$ cat src/rtl/tdc_comma_aligner.sv
// Comma-based word aligner for the TDC serial link: searches all ten bit offsets
// of the deserialized stream, locks with hysteresis and emits aligned abcdeifghj symbols.
module tdc_comma_aligner #(
  parameter int unsigned pLockCommas    = 3,
  parameter int unsigned pUnlockCommas  = 2,
  parameter int unsigned pVerifyTimeout = 1023
) (
  input  logic       i_Clk,
  input  logic       i_ARst_L,
  input  logic       soft_reset_i,
  input  logic       i_enable,
  input  logic [9:0] i10_Raw,
  output logic [9:0] o10_Dout,
  output logic       o_Valid,
  output logic       o_Comma,
  output logic       o_Locked,
  output logic [3:0] o4_Shift
);

  localparam int unsigned W    = 10;
  localparam int unsigned NOFF = 10;
  localparam int unsigned SW   = 4;
  localparam int unsigned CW   = 10;

  typedef enum logic [1:0] {HUNT, VERIFY, LOCKED} state_t;

  state_t          state, state_d;
  logic [W-1:0]    prev;
  logic            primed;
  logic [SW-1:0]   shift, shift_d;
  logic [CW-1:0]   cnt, cnt_d, cnt_inc;
  logic [W-1:0]    dout_d;
  logic            comma_d;

  logic [2*W-1:0]  w20;
  logic [W-1:0]    cand [NOFF];
  logic [NOFF-1:0] comma_vec;
  logic            any_comma, at_shift, other_comma;
  logic [SW-1:0]   low_any, low_other;

  assign w20       = {prev, i10_Raw};
  assign any_comma = |comma_vec;
  assign cnt_inc   = cnt + CW'(1);
  assign o4_Shift  = shift;

  // Candidate extraction and comma test at every offset
  always_comb begin
    for (int k = 0; k < NOFF; k++) begin
      cand[k]      = w20[2*W-1-k -: W];
      comma_vec[k] = (cand[k][9:3] == 7'b0011111) || (cand[k][9:3] == 7'b1100000);
    end
  end

  // Lowest comma offset overall and lowest one away from the current shift
  always_comb begin
    low_any     = '0;
    low_other   = '0;
    at_shift    = 1'b0;
    other_comma = 1'b0;
    for (int k = NOFF - 1; k >= 0; k--) begin
      if (comma_vec[k]) begin
        low_any = SW'(k);
        if (SW'(k) == shift) begin
          at_shift = 1'b1;
        end else begin
          low_other   = SW'(k);
          other_comma = 1'b1;
        end
      end
    end
  end

  // Next-state logic
  always_comb begin
    state_d = state;
    shift_d = shift;
    cnt_d   = cnt;
    unique case (state)
      HUNT: begin
        if (any_comma) begin
          shift_d = low_any;
          if (pLockCommas == 1) begin
            state_d = LOCKED;
            cnt_d   = '0;
          end else begin
            state_d = VERIFY;
            cnt_d   = CW'(1);
          end
        end
      end
      VERIFY: begin
        if (at_shift) begin
          if (cnt_inc >= CW'(pLockCommas)) begin
            state_d = LOCKED;
            cnt_d   = '0;
          end else begin
            cnt_d = cnt_inc;
          end
        end else if (other_comma) begin
          shift_d = low_other;
          cnt_d   = CW'(1);
        end else if (cnt_inc >= CW'(pVerifyTimeout)) begin
          state_d = HUNT;
          cnt_d   = '0;
        end else begin
          cnt_d = cnt_inc;
        end
      end
      LOCKED: begin
        if (at_shift) begin
          cnt_d = '0;
        end else if (other_comma) begin
          if (cnt_inc >= CW'(pUnlockCommas)) begin
            state_d = HUNT;
            cnt_d   = '0;
          end else begin
            cnt_d = cnt_inc;
          end
        end
      end
      default: begin
        state_d = HUNT;
        cnt_d   = '0;
      end
    endcase
  end

  // Output symbol follows the offset chosen by this word's update
  always_comb begin
    dout_d  = '0;
    comma_d = 1'b0;
    for (int k = 0; k < NOFF; k++) begin
      if (SW'(k) == shift_d) begin
        dout_d  = cand[k];
        comma_d = comma_vec[k];
      end
    end
  end

  always_ff @(posedge i_Clk or negedge i_ARst_L) begin
    if (!i_ARst_L) begin
      state    <= HUNT;
      prev     <= '0;
      primed   <= 1'b0;
      shift    <= '0;
      cnt      <= '0;
      o10_Dout <= '0;
      o_Valid  <= 1'b0;
      o_Comma  <= 1'b0;
      o_Locked <= 1'b0;
    end else if (soft_reset_i) begin
      state    <= HUNT;
      prev     <= '0;
      primed   <= 1'b0;
      shift    <= '0;
      cnt      <= '0;
      o10_Dout <= '0;
      o_Valid  <= 1'b0;
      o_Comma  <= 1'b0;
      o_Locked <= 1'b0;
    end else begin
      o_Valid <= 1'b0;
      if (i_enable) begin
        prev   <= i10_Raw;
        primed <= 1'b1;
        if (primed) begin
          state    <= state_d;
          shift    <= shift_d;
          cnt      <= cnt_d;
          o10_Dout <= dout_d;
          o_Comma  <= comma_d;
          o_Valid  <= 1'b1;
          o_Locked <= (state_d == LOCKED);
        end
      end
    end
  end

endmodule
$ cat config.mk
export PLATFORM = sky130hd
export DESIGN_NAME = tdc_comma_aligner
export DESIGN_NICKNAME = d
export VERILOG_FILES = /design/src/rtl/tdc_comma_aligner.sv
export SDC_FILE = /design/constraint.sdc
export NUM_CORES = 1
export LEC_CHECK = 0
export CAP_MARGIN = 15
export CORE_MARGIN = 2
export CORE_UTILIZATION = 65
export DETAILED_ROUTE_END_ITERATION = 7
export PLACE_DENSITY = 0.87
export SYNTH_ARGS = -nofsm -noshare
export SYNTH_HDL_FRONTEND = slang
export SYNTH_SLANG_ARGS = --single-unit
export TNS_END_PERCENT = 10
$ cat constraint.sdc
create_clock -name i_Clk -period 10.9 [get_ports i_Clk]
set_clock_uncertainty 0.2 [all_clocks]
set_input_delay 1.635 -clock i_Clk [delete_from_list [all_inputs] [get_ports i_Clk]]
set_output_delay 1.635 -clock i_Clk [all_outputs]
set_load 0.02 [all_outputs]
==> summary.txt <==
Status
  – Outcome: complete, no violations

Placement
  – Post-DP HPWL: 8825 µm
  – Port bufs: 30
  – DP Cell Count: 603
  – Gp weighted congestion: 0.9709

Clocking
  – Postcts setup bufs: 0
  – Clock Pin Slew Worst Setup and Hold Paths: 0.09 ns
  – CTS tree: built
  – Hold_buf cts: 0
  – PostCTS Resize Cnt: 0
  – # H-tree levels: 2
  – Root Buffer: clkbuf_8
  – CTS sink count: 40
  – Clk buf depth: 2
  – Clk_lat worst skew: 0.30 ns
  – Clock buffer count from CTS: 5

Finish
  – Area delta synth->final: 6.650%
  – # fillers: 530
  – Layout cells sized above 1: 5.981%
  – Commonest non-fill, non-tap cells in the layout: nor2_1 (64), nand2_1 (51), dfrtp_1 (40), o21ai_0 (29), clkdlybuf4s50_1 (29)
  – Most common cell after layout, fill and taps aside: nor2_1
  – Final net count: 551
  – Non-Filler Instances: 612
  – Antenna diode count: 0

Floorplanning
  – Chip height: 83.80 µm
  – Full die area: 7022 µm²
  – Initial core utilization: 66.32%
  – Num rows: 29
  – IO Count: 31
  – Core Region: 6241 µm²
  – Die width: 83.80 µm

Synth
  – Primary FF master, synth: dfrtp_1
  – Syn Area/Cell: 7.651 µm²
  – Compound-cell area share of the yosys netlist: 29.99%
  – Adder-Cell Fraction of Synth Area: 0.9069%
  – Post-synthesis async set-or-reset flop share: 100.0%
  – Synth Area in XOR/XNOR: 0.6348%
  – Mux cell area share after synthesis: 7.406%
  – Cell area after synthesis: 4139 µm²
  – Synth warnings: 0
  – Yosys cell types: 80
  – Seq/Total Area, Yosys: 24.18%
  – Synthesized Nets: 558
  – Number of synthesized flops with an enable pin: 0
  – Synth Instances: 541
  – Largest family of logic cells by synthesized area: compound AO/OA/AOI/OAI gates
  – Simple-Gate Fraction of Synth Area: 29.84%
  – Yosys reg bits: 40

Drt
  – Drt drc: 0
  – Final WL: 12,590 µm
  – Vias/cell: 7.186
  – Routed wire length per instance: 20.57 µm
  – Post-route ant nets: 0
  – Iter 0 DRT Violations: 364
  – Via count: 4,398
  – First drt pass iteration count: 6

STA
  – Hold slack: 0.2950 ns
  – Final Hold Viols: 0
  – Pin slew with the least headroom to its limit: 1.170 ns
  – TNS Setup: 0 ns
  – Slew headroom: 21.73%
  – Final period utilization: 62.48%
  – # setup viols final: 0
  – Achievable frequency: 146.8 MHz
  – Final-report max-slew violation count: 0
  – RSZ-0062 raised after global routing: false
  – Tmin final: 6.810 ns

Setup path
  – Crit-path cells: clkdlybuf4s50_1, nor3_1, a32oi_1, nor2_1, a2111o_1, or4_1, nor4b_4, o21a_1, nand2_1, o22ai_1, o41ai_1, a311oi_1
  – Crit path kind: primary input to flop
  – CP peak stage delay: 0.94 ns
  – Critical Path AT: 6.77 ns
  – Critical Path RT: 10.86 ns
  – Startpoint types: primary input
  – CP endpoint kind: flop
  – CP max FO: 32
  – Crit-path slowest cell: o21a_1

Power and ir drop
  – Combinational share of power: 32.4%
  – Internal power: 275.6 µW
  – Switch Pwr: 167.1 µW
  – Switching share of total power: 37.75%
  – Sequential share of power: 37.8%
  – Max rail drop VDD: 0.07114 mV
  – Clock Power Share: 29.8%
  – Power density of the placed cells: 100.3 nW/µm²
  – Leakage: 0.001747 µW

Global routing
  – Initial antenna violation count: 0
  – Vias in the first global route: 4,139
  – Gr usage total: 36.08%
  – First-pass GRT wire length: 20,800 µm
  – Global route total overflow: 0
  – Largest net degree at the start of global routing: 41

Flow run
  – Total of max-cap violations: 0

Hold path
  – Hold Crit Class: flop to flop
==> metrics by stage <==
stage                     cell area [µm²]  worst slack (ns)  utilization, %  total power [µW]
after detailed placement             4292             4.083           68.77             307.4
after global routing                 4414             3.848           70.73             459.0
final                                4414             4.090           70.73             442.8
after global placement               4292             4.174           68.77             306.2
after CTS                            4407             4.307           70.61             437.9
after floorplan                      4139             5.857               -             273.3
==> per-layer routing <==
metal  share of wire [%]  vias up  GRT usage (%)
met1                  40     2011          48.00
met3                  10       59          6.825
met5                   0        -              0
met4                 4.6        0          14.66
met2                  45      311          57.82
li1                    -     2017              -
==> cell families after synthesis <==
kind of cell               Yosys count
AOI/OAI and AO/OA                  170
xor gates and xnor gates             3
adders and majority gates            3
buffers and inverters               58
DFF                                 40
muxes                               30
and+or+nand+nor                    237
==> worst paths after layout <==
kind | slack (ns) | cells past startpoint | startpoint | to
min | 0.29 | 2 | o10_Dout[4] | o10_Dout[4]
max in group asynchronous | 8.66 | 1 | i_ARst_L | prev[1]
min in group asynchronous | 1.25 | 1 | i_ARst_L | cnt[0]
min reg2reg | 0.29 | 2 | o10_Dout[4] | o10_Dout[4]
max reg2reg | 5.52 | 11 | prev[0] | o10_Dout[8]
max | 4.09 | 12 | i10_Raw[9] | o10_Dout[8]
==> synthesized netlist by cell type (all sizes together) (4+ instances only) <==
library cell | n | share of area (%)
and2 | 15 | 2.3
o22ai | 7 | 1.1
nand2 | 51 | 4.6
nand2b | 7 | 1.1
o221ai | 4 | 1.0
a311oi | 6 | 1.4
inv | 11 | 1.0
buf | 24 | 4.0
a31oi | 8 | 1.2
a22oi | 5 | 1.0
o211ai | 13 | 2.4
nor2b | 10 | 1.5
mux2i | 25 | 6.0
nand4 | 13 | 2.0
clkbuf | 22 | 2.0
o31ai | 5 | 0.91
o21ai | 35 | 4.5
or3 | 4 | 0.60
nor4 | 7 | 1.6
a211oi | 11 | 2.3
a21o | 7 | 1.3
and3 | 7 | 1.1
nand3 | 22 | 2.7
a32o | 4 | 0.97
dfrtp | 40 | 24
nor2 | 64 | 5.8
o21a | 5 | 0.91
a21oi | 26 | 3.1
mux2 | 5 | 1.4
nor3 | 18 | 2.4
==> power groups by stage <==
| stage | sequential, µW | combinational (µW) | clock (µW) |
|---|---|---|---|
| 2_1_floorplan | 165 | 108 | 0 |
| 3_3_place_gp | 170 | 137 | 0 |
| 3_5_place_dp | 170 | 138 | 0 |
| 4_1_cts | 167 | 140 | 132 |
| 5_1_grt | 168 | 154 | 136 |
| 6_report | 168 | 143 | 132 |
==> sequential cells by signal, summed over array words and instances, names as in the netlist <==
signal and flops:
o_Locked 1, o10_Dout 10, state 2, o_Comma 1, o_Valid 1, primed 1, prev 10, cnt 10
o4_Shift 4
==> critical path: cells and delay by family <==
kind | cells | cell delay (ns)
AOI/OAI and AO/OA | 6 | 2.52
buffers and inverters | 1 | 0.86
and+or+nand+nor | 5 | 1.74
==> area by class of cell <==
| class | count | area (µm²) | share of cell area [%] |
|---|---|---|---|
| inverters | 12 | 45.04 | 1.020 |
| clock inverters | 3 | 46.29 | 1.049 |
| multi-input cells | 443 | 2846 | 64.48 |
| flip-flops and latches | 40 | 1001 | 22.68 |
| well taps | 77 | 96.34 | 2.183 |
| clock buffers | 5 | 68.82 | 1.559 |
| repair buffers | 32 | 310.3 | 7.029 |
Power figures use the tool's default switching activity.
